[config.mk]
export PLATFORM = sky130hd
export DESIGN_NAME = video_timing_gen
export DESIGN_NICKNAME = d
export VERILOG_FILES = /design/src/rtl/video_timing_gen.sv
export SDC_FILE = /design/constraint.sdc
export NUM_CORES = 1
export LEC_CHECK = 0
export BUFFER_PORTS_ARGS = -buffer_cell sky130_fd_sc_hd__buf_2
export CAP_MARGIN = 20
export CORE_ASPECT_RATIO = 0.8
export CORE_MARGIN = 3
export CORE_UTILIZATION = 30
export CTS_BUF_LIST = sky130_fd_sc_hd__clkbuf_2 sky130_fd_sc_hd__clkbuf_4 sky130_fd_sc_hd__clkbuf_8
export DETAILED_ROUTE_END_ITERATION = 12
export GPL_TIMING_DRIVEN = 1
export PLACE_DENSITY = 0.53
export SETUP_SLACK_MARGIN = 0.1
export SLEW_MARGIN = 20
export SYNTH_ARGS = -nofsm -noshare
export SYNTH_HDL_FRONTEND = slang
export SYNTH_SLANG_ARGS = --single-unit
[constraint.sdc]
create_clock -name clk -period 2.7 [get_ports clk]
set_clock_uncertainty 0.2 [all_clocks]
set_input_delay 0.27 -clock clk [delete_from_list [all_inputs] [get_ports clk]]
set_output_delay 0.27 -clock clk [all_outputs]
set_load 0.005 [all_outputs]
[src/rtl/video_timing_gen.sv]
// Raster timing generator: derives a pixel clock-enable from the master clock,
// runs programmable H/V counters and produces blanking, sync, tile-fetch
// strobes, a frame-start strobe, a latched VBLANK IRQ with acknowledge and a
// gated level-sensitive NMI. Every decoded output is registered on the same
// edge as the counters and describes the new counter values.
module video_timing_gen #(
    parameter int CLK_DIV      = 3,
    parameter int HW           = 9,
    parameter int VW           = 9,
    parameter int H_TOTAL      = 384,
    parameter int H_ACTIVE     = 256,
    parameter int H_SYNC_START = 304,
    parameter int H_SYNC_LEN   = 32,
    parameter int V_TOTAL      = 264,
    parameter int V_ACTIVE     = 224,
    parameter int V_SYNC_START = 240,
    parameter int V_SYNC_LEN   = 8,
    parameter int IRQ_LINE     = 224,
    parameter int FETCH_W      = 3
) (
    input  logic          clk,
    input  logic          reset,
    output logic          ce_pix,
    output logic [HW-1:0] hcount,
    output logic [VW-1:0] vcount,
    output logic          hblank,
    output logic          vblank,
    output logic          hsync_n,
    output logic          vsync_n,
    output logic          csync_n,
    output logic          tile_load,
    output logic          frame_start,
    output logic          irq_n,
    input  logic          irq_ack,
    input  logic          nmi_en,
    output logic          nmi_n
);

    // Reject timing sets that would make the counters or decodes meaningless.
    if (!(CLK_DIV >= 1 &&
          H_ACTIVE < H_TOTAL && V_ACTIVE < V_TOTAL &&
          H_SYNC_START + H_SYNC_LEN <= H_TOTAL &&
          V_SYNC_START + V_SYNC_LEN <= V_TOTAL &&
          IRQ_LINE < V_TOTAL &&
          H_TOTAL <= (1 << HW) && V_TOTAL <= (1 << VW) &&
          FETCH_W >= 1 && FETCH_W <= HW)) begin : g_bad_params
        $error("video_timing_gen: invalid timing parameters");
    end

    localparam int DIV_W = (CLK_DIV > 1) ? $clog2(CLK_DIV) : 1;

    localparam logic [DIV_W-1:0]   DIV_LAST  = DIV_W'(CLK_DIV - 1);
    localparam logic [HW-1:0]      H_LAST    = HW'(H_TOTAL - 1);
    localparam logic [VW-1:0]      V_LAST    = VW'(V_TOTAL - 1);
    localparam logic [VW-1:0]      IRQ_V     = VW'(IRQ_LINE);
    // One extra bit so that a sync window ending exactly at 2^HW still compares.
    localparam logic [HW:0]        H_ACT     = (HW + 1)'(H_ACTIVE);
    localparam logic [HW:0]        H_SS      = (HW + 1)'(H_SYNC_START);
    localparam logic [HW:0]        H_SE      = (HW + 1)'(H_SYNC_START + H_SYNC_LEN);
    localparam logic [VW:0]        V_ACT     = (VW + 1)'(V_ACTIVE);
    localparam logic [VW:0]        V_SS      = (VW + 1)'(V_SYNC_START);
    localparam logic [VW:0]        V_SE      = (VW + 1)'(V_SYNC_START + V_SYNC_LEN);
    localparam logic [FETCH_W-1:0] TILE_LAST = '1;

    logic [DIV_W-1:0] div_q, div_d;
    logic             ce_q, ce_d;
    logic [HW-1:0]    hcount_q, hcount_d;
    logic [VW-1:0]    vcount_q, vcount_d;
    logic             hblank_q, hblank_d;
    logic             vblank_q, vblank_d;
    logic             hsync_q, hsync_d;
    logic             vsync_q, vsync_d;
    logic             csync_q;
    logic             tile_q, tile_d;
    logic             frame_q, frame_d;
    logic             irq_q, irq_d;
    logic             irq_set;
    logic             nmi_q, nmi_d;

    // Next-state: divider, counters and decodes of the counter values being loaded.
    always_comb begin
        div_d    = (div_q == DIV_LAST) ? '0 : div_q + DIV_W'(1);
        ce_d     = (div_d == DIV_LAST);

        hcount_d = hcount_q;
        vcount_d = vcount_q;
        if (ce_q) begin
            if (hcount_q == H_LAST) begin
                hcount_d = '0;
                vcount_d = (vcount_q == V_LAST) ? '0 : vcount_q + VW'(1);
            end else begin
                hcount_d = hcount_q + HW'(1);
            end
        end

        hblank_d = ({1'b0, hcount_d} >= H_ACT);
        vblank_d = ({1'b0, vcount_d} >= V_ACT);
        hsync_d  = !(({1'b0, hcount_d} >= H_SS) && ({1'b0, hcount_d} < H_SE));
        vsync_d  = !(({1'b0, vcount_d} >= V_SS) && ({1'b0, vcount_d} < V_SE));

        // Strobes fire only on the edge that actually moves the counters.
        tile_d   = ce_q && (hcount_d[FETCH_W-1:0] == TILE_LAST);
        frame_d  = ce_q && (hcount_d == '0) && (vcount_d == '0);
        irq_set  = ce_q && (hcount_d == '0) && (vcount_d == IRQ_V);

        // A set on the same edge as an acknowledge wins.
        if (irq_set) begin
            irq_d = 1'b0;
        end else if (irq_ack) begin
            irq_d = 1'b1;
        end else begin
            irq_d = irq_q;
        end

        nmi_d = !(vblank_d && nmi_en);
    end

    // State and registered outputs; async reset returns everything to idle.
    always_ff @(posedge clk or posedge reset) begin
        if (reset) begin
            div_q    <= '0;
            ce_q     <= 1'b0;
            hcount_q <= '0;
            vcount_q <= '0;
            hblank_q <= 1'b0;
            vblank_q <= 1'b0;
            hsync_q  <= 1'b1;
            vsync_q  <= 1'b1;
            csync_q  <= 1'b1;
            tile_q   <= 1'b0;
            frame_q  <= 1'b0;
            irq_q    <= 1'b1;
            nmi_q    <= 1'b1;
        end else begin
            div_q    <= div_d;
            ce_q     <= ce_d;
            hcount_q <= hcount_d;
            vcount_q <= vcount_d;
            hblank_q <= hblank_d;
            vblank_q <= vblank_d;
            hsync_q  <= hsync_d;
            vsync_q  <= vsync_d;
            csync_q  <= hsync_d & vsync_d;
            tile_q   <= tile_d;
            frame_q  <= frame_d;
            irq_q    <= irq_d;
            nmi_q    <= nmi_d;
        end
    end

    assign ce_pix      = ce_q;
    assign hcount      = hcount_q;
    assign vcount      = vcount_q;
    assign hblank      = hblank_q;
    assign vblank      = vblank_q;
    assign hsync_n     = hsync_q;
    assign vsync_n     = vsync_q;
    assign csync_n     = csync_q;
    assign tile_load   = tile_q;
    assign frame_start = frame_q;
    assign irq_n       = irq_q;
    assign nmi_n       = nmi_q;

endmodule

== Word-level counts from Yosys, hierarchy flattened ==
Index checks and enable logic that the tools add are counted.
Word-level totals
  bits of input ports: 4
  register bits: 30
  word-level logic and storage cells: 50
Cells by class
  bitwise logic cells: 1
  add/subtract/negate cells: 3
  equal/unequal tests: 6
  muxes and demuxes: 8
  $lt $le $gt $ge: 6
  reduce and logical (&&, ||, !) cells: 13
Operators by type and width (count)
  2-to-1 mux 9 bit: 5
  adder 9 x 1 -> 9 bit, second input constant: 2
  equality test 9 bit, second input constant: 2
  greater-or-equal comparator 9 x 8 -> 1 bit, second input constant: 2
  greater-or-equal comparator 9 bit, second input constant: 2
  zero test 9 bit: 2
  equality test 9 x 8 -> 1 bit, second input constant: 1
  < comparator 9 x 8 -> 1 bit, second input constant: 1
  < comparator 9 bit, second input constant: 1
  logical AND 1 bit: 7
  equality test 2 bit, second input constant: 2
  equality test 3 bit, second input constant: 1
  zero test 1 bit: 3
  adder 2 x 1 -> 2 bit, second input constant: 1
  2-to-1 mux 1 bit: 2
  2-to-1 mux 2 bit: 1
  nonzero test 2 bit: 1
  AND 1 bit: 1

== Depth between registers and ports, before layout ==
  depth in word-level cells: 8
  depth in mapped cells: 8
  gate-level depth less buffers: 8

== Least setup slack after synthesis ==
OpenSTA, ideal clock, no wires.
  path type: register -> register
  start point: register vcount_q[5], in the netlist vcount[5]
  end point: register frame_q, in the netlist frame_start
  required time: 2.432 ns
  arrival: 1.953 ns
  period minus slack after synthesis: 2.221 ns
  stages on the path, launching flop included: 9
  library setup time: 0.068 ns
  setup slack: 0.479 ns
  cells stage by stage: dfrtp_1 buf_6 or4b_4 nor4_4 o21ai_2 a21oi_2 inv_2 nor3_2 and4_1
On the way
  word-level cells in the longest chain between the ends: 6
  elaborated cells on any way between the ends: 7
  classes of those cells: add/sub (1); eq/ne (1); mux (3); reduce/logical (2)
RTL lines
  start: declaration: line 68  | logic [VW-1:0] vcount_q, vcount_d;
  start signal: assignment: line 138  | vcount_q <= vcount_d;
  adder 9 x 1 -> 9 bit / equality test 9 bit (equally long branches): line 90  | vcount_d = (vcount_q == V_LAST) ? '0 : vcount_q + VW'(1);
  2-to-1 mux 9 bit (*): line 90
  2-to-1 mux 9 bit (*): line 88  | if (hcount_q == H_LAST) begin
  2-to-1 mux 9 bit (*): line 87  | if (ce_q) begin
  named net vcount_d[8]: line 68
  zero test 9 bit (*): line 103  | frame_d = ce_q && (hcount_d == '0) && (vcount_d == '0);
  logical AND 1 bit (*): line 103
  named net frame_d: line 75  | logic frame_q, frame_d;
  end signal: assignment: line 145  | frame_q <= frame_d;
  end: declaration: line 75
The timed path passes the listed nets; every way through them passes the cells marked *.
A chain may end at the register's enable or synchronous reset.

== Worst setup path in the final report ==
  start point: register hcount_q[0], in the netlist hcount[0]
  end point: register csync_q, in the netlist csync_n
On the way
  word-level cells in the longest chain between the ends: 7
  elaborated cells on any way between the ends: 15
  classes of those cells: add/sub (1); order compare (4); eq/ne (1); mux (4); bitwise (1); reduce/logical (4)
RTL lines
  start: declaration: line 67  | logic [HW-1:0] hcount_q, hcount_d;
  start signal: assignment: line 137  | hcount_q <= hcount_d;
  equality test 9 bit (*): line 88
  2-to-1 mux 9 bit (*): line 88
  2-to-1 mux 9 bit (*): line 87
  greater-or-equal comparator 9 x 8 -> 1 bit / < comparator 9 x 8 -> 1 bit (equally long branches): line 99  | vsync_d = !(({1'b0, vcount_d} >= V_SS) && ({1'b0, vcount_d} < V_SE));
  logical AND 1 bit (*): line 99
  zero test 1 bit (*): line 99
  named net vsync_d: line 72  | logic vsync_q, vsync_d;
  AND 1 bit (*): line 143  | csync_q <= hsync_d & vsync_d;
  end signal: assignment: line 143
  end: declaration: line 73  | logic csync_q;
Marked as above.

==> impl_metrics.tcl <==
set metrics [dict create \
    drt-wirelength-per-cell_um 14.6 \
    drt_iter0_markers 134 \
    end_kind "flip-flop" \
    postPlaceCellArea_um2 1770 \
    rows 22 \
    cts-htree-levels 1 \
    yosys-top-cells-count "23 x dfrtp_1, 14 x nor2_1, 12 x nand2_1" \
    area_delta_synth_final_pct 19.2 \
    viasPerCell 5.24 \
    worstMarginPinSlew_ns 0.428 \
    worstHoldStart "irq_ack" \
    clockRootBuffer "clkbuf_8" \
    clockBufferDepth 2 \
    cts_setup_buffers 0 \
    cp.arrival_ns 2.46 \
    portBuffers 31 \
    ys.flop_type "dfrtp_1" \
    yosysSeqAreaShare 0.448 \
    diodes 0 \
    dp.final_hpwl_um 2700 \
    r2r_end "csync_n$_DFF_PP1_" \
    r2r-start "hcount[0]$_DFF_PP0_" \
    clkTransAtPathRegs_ns 0.10 \
    cts_made_buffers 3 \
    fin_util 0.391 \
    gr-usage-all-layers 0.126 \
    fp.coreArea_um2 4820 \
    cts.sinks 28 \
    period_share 0.907 \
    whs_ns 0.0443 \
    yosysMostFrequentCell "dfrtp_1" \
    die_x_um 87.1 \
    grt_max_degree 29 \
    synth.top_cell.area_share 0.365 \
    synth_cells 156 \
    die_height_um 70.9 \
    grt_pass1_wl_um 6190 \
    place_congestion 0.807 \
    ios 32 \
    nets 193 \
    grt_pass1_vias 1279 \
    antenna_found_initial 0 \
    startpoint "hcount[0]$_DFF_PP0_" \
    powerDensity_nw_per_um2 406 \
    status "complete, no violations" \
    synth_nets 162 \
    nFillCells 472 \
    ir_worst_vdd_mv 0.282 \
    ys_ff_latch 28 \
    die_area_um2 6180 \
    required_ns 2.72 \
    via_count 1290 \
    start_util 0.328 \
    yosys-top-cells-area "dfrtp_1 36%, dfstp_2 8.3%, xnor2_1 6.1%" \
    rr_worst_depth 7 \
    yosysUniqueCellTypes 56 \
    maxSlewHeadroom 0.715 \
    setup_violations 0 \
    async_reset_ff_frac 1.00 \
    p_leak_nw 0.854 \
    max_freq_ghz 0.408 \
    yosys_warnings 0 \
    drive_gt1_frac 0.306 \
    rsz0062_at_grt "false" \
    critical_path_class "flip-flop to flip-flop" \
    syn-cell-area_um2 1580 \
    slew_viol_final 0 \
    final_cell_area_um2 1880 \
    worstSkewPairLatency_ns 0.27 \
    path_max_fanout 9 \
    r2r_slack_ns 0.25 \
    post-route-drc-count 0 \
    cts_tree "yes" \
    start_kind "flip-flop" \
    drt-total-wl_um 3600 \
    avgSynthCellArea_um2 10.1 \
    drv_cap 0 \
    grt-ovfl-total 0 \
    holdCritPathClass "input port to flip-flop" \
    fin_tns_setup_ns 0 \
    yosysTopAreaCell "dfrtp_1" \
    fin_crit_ns 2.45 \
    holdPathStages 3 \
    antenna_left 0 \
    hold_end "irq_n$_DFFE_PP1P_" \
    hold_viol_final 0 \
    dr.pass1.iters 4 \
    synth_edf_count 0 \
]
==> layout make-up <==
| cell class | instances | area [um^2] | share of cell area |
|---|---|---|---|
| Multi-Input combinational cell | 113 | 820 | 0.436 |
| Clock buffer | 3 | 41.3 | 0.0219 |
| Timing Repair Buffer | 34 | 183 | 0.0971 |
| Inverter | 7 | 26.3 | 0.0140 |
| Clock inverter | 1 | 30.0 | 0.0160 |
| Tap cell | 60 | 75.1 | 0.0399 |
| Sequential cell | 28 | 707 | 0.376 |
==> through the flow <==
step	power (mW)	cells	setup slack, ns
after floorplan	0.434	156	0.479
after global placement	0.439	240	0.321
after detailed placement	0.440	240	0.252
after CTS	0.779	246	0.222
after global routing	0.797	246	0.112
final	0.764	246	0.251
==> sequential cells by signal (all words and copies together) (netlist names) <==
register / count
tile_load: 1
irq_n: 1
vblank: 1
ce_pix: 1
hcount: 8
csync_n: 1
hblank: 1
vsync_n: 1
vcount: 9
hsync_n: 1
frame_start: 1
div_q: 1
nmi_n: 1
==> worst max path at each step <==
stage	endpoint	slack (ns)	depth (start not counted)
finish	csync_n$_DFF_PP1_	0.25	7
global route	csync_n$_DFF_PP1_	0.11	7
CTS	csync_n$_DFF_PP1_	0.22	7
detailed placement	csync_n$_DFF_PP1_	0.25	7
global placement	frame_start$_DFF_PP0_	0.32	8
floorplan	frame_start$_DFF_PP0_	0.48	8
==> what timing repair did <==
action	CTS	global route
endpoints found under the hold margin	24	0
endpoints found under the setup margin	0	3
gates resized for setup	0	4
hold buffers	2	0
==> per-layer routing <==
layer,vias up,global-route usage,part of all wire
li1,621,-,-
met1,634,0.171,0.47
met2,33,0.197,0.46
met3,2,0.0361,0.057
met4,0,0.0307,0.010
met5,-,0,0
==> worst max-delay path: stages, from the launching register on <==
cell	delay (ns)
dfrtp_1	0.50
ha_1	0.32
and2_1	0.19
nand3_1	0.21
or2_2	0.39
o22ai_1	0.22
nand4b_1	0.21
o21a_1	0.16
==> power breakdown <==
part           internal (mW)         switching (mW)  total (mW)
Sequential             0.419  0.0000000000000000147       0.419
Combinational        0.00447                0.00890      0.0134
Clock                  0.199                  0.133       0.331
Total                  0.622                  0.142       0.764
==> logic make-up after synthesis <==
family / share of synthesized area
multiplexers: 0.0349
XOR/XNOR: 0.0777
flip-flops: 0.448
adder cells (fa/ha/maj): 0.0158
AND/OR/NAND/NOR: 0.262
AO/OA/AOI/OAI: 0.114
buffers and inverters: 0.0475
==> layout by cell type, fill, tap and decap left out, drive strengths merged, types with 2 or more instances in the layout <==
cell type / n
a21oi: 4
nor3: 6
nand3: 7
ha: 2
inv: 7
a21o: 2
nor2: 15
nand2b: 2
nand2: 12
buf: 32
o2111ai: 2
a211o: 2
nor4: 3
or2: 2
mux2: 4
dfrtp: 23
o21ai: 4
clkbuf: 3
a31oi: 2
dfstp: 5
and3: 2
nand4: 5
xnor2: 11
dlygate4sd3: 2
nor4b: 2
and4: 3
nand3b: 3
xor2: 3
Note: power is estimated with default switching activity, not from simulation.
